$ cat src/rtl/stream_serializer.sv
// stream_serializer: wide-to-narrow valid/ready serializer, LSB slice first; define SERIALIZER_LAST_EN to add last_o
module stream_serializer #(
  parameter int InWidth  = 32,
  parameter int OutWidth = 8
) (
  input  logic                clk_i,
  input  logic                rst_ni,
  input  logic                clear_i,
  input  logic                valid_i,
  output logic                ready_o,
  input  logic [InWidth-1:0]  data_i,
  output logic                valid_o,
  input  logic                ready_i,
  output logic [OutWidth-1:0] data_o,
  output logic                busy_o
`ifdef SERIALIZER_LAST_EN
  ,
  output logic                last_o
`endif
);
  localparam int NumBeats = InWidth / OutWidth;
  localparam int CntW = NumBeats > 1 ? $clog2(NumBeats) : 1;
  typedef enum logic {IDLE, SHIFT} state_e;
  state_e state_q, state_d;
  logic [InWidth-1:0] shift_q, shift_d;
  logic [CntW-1:0] cnt_q, cnt_d;
  logic last_beat, load;
  if (OutWidth < 1 || InWidth % OutWidth != 0 || NumBeats < 1) begin : g_cfg_err
    $error("stream_serializer: InWidth must be a non-zero multiple of OutWidth");
  end
  assign last_beat = cnt_q == CntW'(NumBeats - 1);
  assign valid_o = state_q == SHIFT;
  assign busy_o = valid_o;
  assign data_o = valid_o ? shift_q[OutWidth-1:0] : '0;
`ifdef SERIALIZER_LAST_EN
  assign last_o = valid_o & last_beat;
`endif
  // A new word may only enter on the cycle the final beat leaves, giving bubble-free back-to-back words
  always_comb begin
    state_d = state_q;
    shift_d = shift_q;
    cnt_d = cnt_q;
    ready_o = ~clear_i & (valid_o ? last_beat & ready_i : 1'b1);
    load = valid_i & ready_o;
    if (clear_i) begin
      state_d = IDLE;
      shift_d = '0;
      cnt_d = '0;
    end else if (load) begin
      state_d = SHIFT;
      shift_d = data_i;
      cnt_d = '0;
    end else if (valid_o & ready_i) begin
      state_d = last_beat ? IDLE : SHIFT;
      shift_d = last_beat ? '0 : shift_q >> OutWidth;
      cnt_d = last_beat ? '0 : cnt_q + CntW'(1);
    end
  end
  always_ff @(posedge clk_i or negedge rst_ni) begin
    if (!rst_ni) begin
      state_q <= IDLE;
      shift_q <= '0;
      cnt_q <= '0;
    end else begin
      state_q <= state_d;
      shift_q <= shift_d;
      cnt_q <= cnt_d;
    end
  end
endmodule
$ cat config.mk
export PLATFORM = sky130hd
export DESIGN_NAME = stream_serializer
export DESIGN_NICKNAME = d
export VERILOG_FILES = /design/src/rtl/stream_serializer.sv
export SDC_FILE = /design/constraint.sdc
export NUM_CORES = 1
export LEC_CHECK = 0
export CORE_AREA = 5 5 69 71
export CTS_CLUSTER_SIZE = 40
export DETAILED_ROUTE_END_ITERATION = 7
export DIE_AREA = 0 0 74 76
export GPL_TIMING_DRIVEN = 1
export PLACE_DENSITY_LB_ADDON = 0.05
export SYNTH_ARGS = -nofsm -noshare
export SYNTH_HDL_FRONTEND = slang
export SYNTH_SLANG_ARGS = --single-unit
export TNS_END_PERCENT = 30
$ cat constraint.sdc
create_clock -name clk_i -period 1.9 [get_ports clk_i]
set_clock_uncertainty 0.15 [all_clocks]
set_input_delay 0.285 -clock clk_i [delete_from_list [all_inputs] [get_ports clk_i]]
set_output_delay 0.285 -clock clk_i [all_outputs]
set_load 0.01 [all_outputs]
==> impl_metrics.tcl <==
set metrics [dict create \
    p_per_area_nw_per_um2 722 \
    overflow 0 \
    grt_max_degree 36 \
    dpl.hpwl_um 2400 \
    crit_type "reg -> out" \
    grtUsageTotal 0.132 \
    core_sq_um 4170 \
    endpoint_kind "output pin" \
    cts_tree "yes" \
    fillers 385 \
    syn2layout_area_growth_pct 44.7 \
    ctsRootBufferMaster "clkbuf_8" \
    syn_area_sq_um 1570 \
    setup_violations 0 \
    p_sw_frac 0.228 \
    grt_first_pass_wirelength_um 5780 \
    seq_area_sq_um 877 \
    ys_seq_area_frac 0.558 \
    ys_types 23 \
    cap_violations 0 \
    ant_nets 0 \
    vias_per_cell 5.24 \
    timing.slew.headroom 0.482 \
    timing.final.crit_share 0.960 \
    dp_cells 221 \
    antenna_found_initial 0 \
    gp_congestion 0.680 \
    multiInputGateArea_sq_um 638 \
    power_switching_uw 373 \
    grt_pass1_vias 1250 \
    slew_violations 0 \
    max_freq_mhz 548 \
    p_leak_nw 1.05 \
    drive_gt1_frac 0.149 \
    timing.final.ws_setup_ns 0.0767 \
    synth_seq_cells 35 \
    tightest_slew_ns 0.777 \
    final_common_cell "clkdlybuf4s50_1" \
    port_buffers 47 \
    ios 48 \
    fin_nets 218 \
    fp.dieH_um 76 \
    firstDrtPassIters 4 \
    initial_core_util 0.376 \
    final_cell_mix "clkdlybuf4s50_1 (40), dfrtp_1 (34), a221o_1 (24)" \
    worst_setup_path_start_kind "flop" \
    p_int_mw 1.27 \
    htree_num_levels 2 \
    final_util 0.544 \
    rsz0062_at_grt "false" \
    hold_path.class "reg -> reg" \
    synth_cells 125 \
    final_cells 233 \
    finalHoldViolCount 0 \
    outcome "finished clean" \
    rows 24 \
    power_mw 1.64 \
    arrival_ns 1.39 \
    yosys_warnings 0 \
    die_area_sq_um 5620 \
    cp.required_ns 1.46 \
    period_needed_ns 1.82 \
    drtIter0Drc 61 \
    die_w_um 74 \
    finalWirelength_um 3400 \
    syn_nets 163 \
    clkPwrFrac 0.358 \
    clk_path_buf_depth 2 \
    wl_per_cell_um 14.6 \
    insertion_delay_ns 0.28 \
    sequentialPowerShare 0.495 \
    vias 1222 \
    path_max_fanout 6 \
    avgSynthCellArea_sq_um 12.6 \
    drc 0 \
    antennaDiodeCount 0 \
    cts_buffers 5 \
    dp_slack_ns -0.0399 \
    clkSlewWorstSetupHoldPaths_ns 0.07 \
    clock_sinks 35 \
    peakVddDrop_mv 0.459 \
    pwr-share-comb 0.147 \
]
cell families after synthesis:
logic type,Yosys count,share of synthesized area
compound gates,34,0.206
fa+ha+maj,1,0.00797
buf+inv,11,0.0438
simple gates,42,0.171
flops,35,0.558
mux,2,0.0135
critical path: stages (launching register included):
cell           delay [ns]
dfrtp_2              0.45
buf_4                0.15
a21boi_2             0.15
nor2_1               0.08
dlygate4sd2_1        0.27
power by group through the flow:
stage / registers [mW] / clock network (mW) / logic (mW)
CTS: 0.812 / 0.613 / 0.245
global placement: 0.826 / 0 / 0.228
global route: 0.818 / 0.642 / 0.262
floorplan: 0.818 / 0 / 0.0956
finish: 0.812 / 0.588 / 0.241
detailed placement: 0.829 / 0 / 0.232
what timing repair did:
| action | CTS | global route |
|---|---|---|
| gates resized for setup | 7 | 2 |
| hold endpoints to repair | 35 | 0 |
| setup endpoints to repair | 11 | 2 |
| buffers inserted | 3 | 0 |
| hold buffers | 1 | 0 |
| cloned | 0 | 0 |
per-stage QoR:
step,setup TNS (ns),hold slack [ns],instance area [sq um]
5_1_grt,0,0.371,2270
3_5_place_dp,-0.122,0.265,2120
4_1_cts,0,0.354,2270
6_report,0,0.349,2270
2_1_floorplan,0,-0.161,1570
3_3_place_gp,-0.0140,0.252,2120
cell usage after synthesis:
cell      instances  area, sq um
dfrtp_1          35          876
a221o_1          24          240
and2_1           18          113
and2_0           14         87.6
a22o_1            8         70.1
buf_2             6         30.0
nor2_1            3         11.3
buf_6             2         22.5
a21boi_1          1         7.51
and4bb_4          1         16.3
buf_4             1         7.51
clkbuf_2          1         5.00
ha_1              1         12.5
inv_1             1         3.75
mux2_2            1         11.3
mux2i_1           1         10.0
nand2_1           1         3.75
nor2_2            1         6.26
nor2b_1           1         6.26
nor3_1            1         5.00
nor3b_2           1         12.5
o22ai_1           1         6.26
or2_2             1         6.26
layer usage:
metal | global-route usage | share of wire
met1 | 0.161 | 0.42
met2 | 0.211 | 0.49
met3 | 0.0501 | 0.076
met4 | 0.0435 | 0.011
met5 | 0 | 0
layout make-up:
cell class	count	share of cell area
sequential	35	0.386
multi-input combinational	79	0.281
timing repair buffer	58	0.257
clock buffer	7	0.0424
tap	52	0.0286
clock inverter	1	0.00330
inverter	1	0.00165
registers in the layout (all words and copies together) (netlist names):
name / count
cnt_q: 2
shift_q: 32
busy_o: 1
final timing paths:
check | from | to | slack (ns) | depth (start not counted)
min reg2reg | shift_q[29] | shift_q[29] | 0.35 | 1
min in group asynchronous | rst_ni | shift_q[12] | 0.47 | 2
min | shift_q[29] | shift_q[29] | 0.35 | 1
max reg2reg | busy_o | shift_q[16] | 0.09 | 6
max in group asynchronous | rst_ni | busy_o | 0.60 | 2
max | busy_o | ready_o | 0.08 | 4
Power figures use the tool's default switching activity.
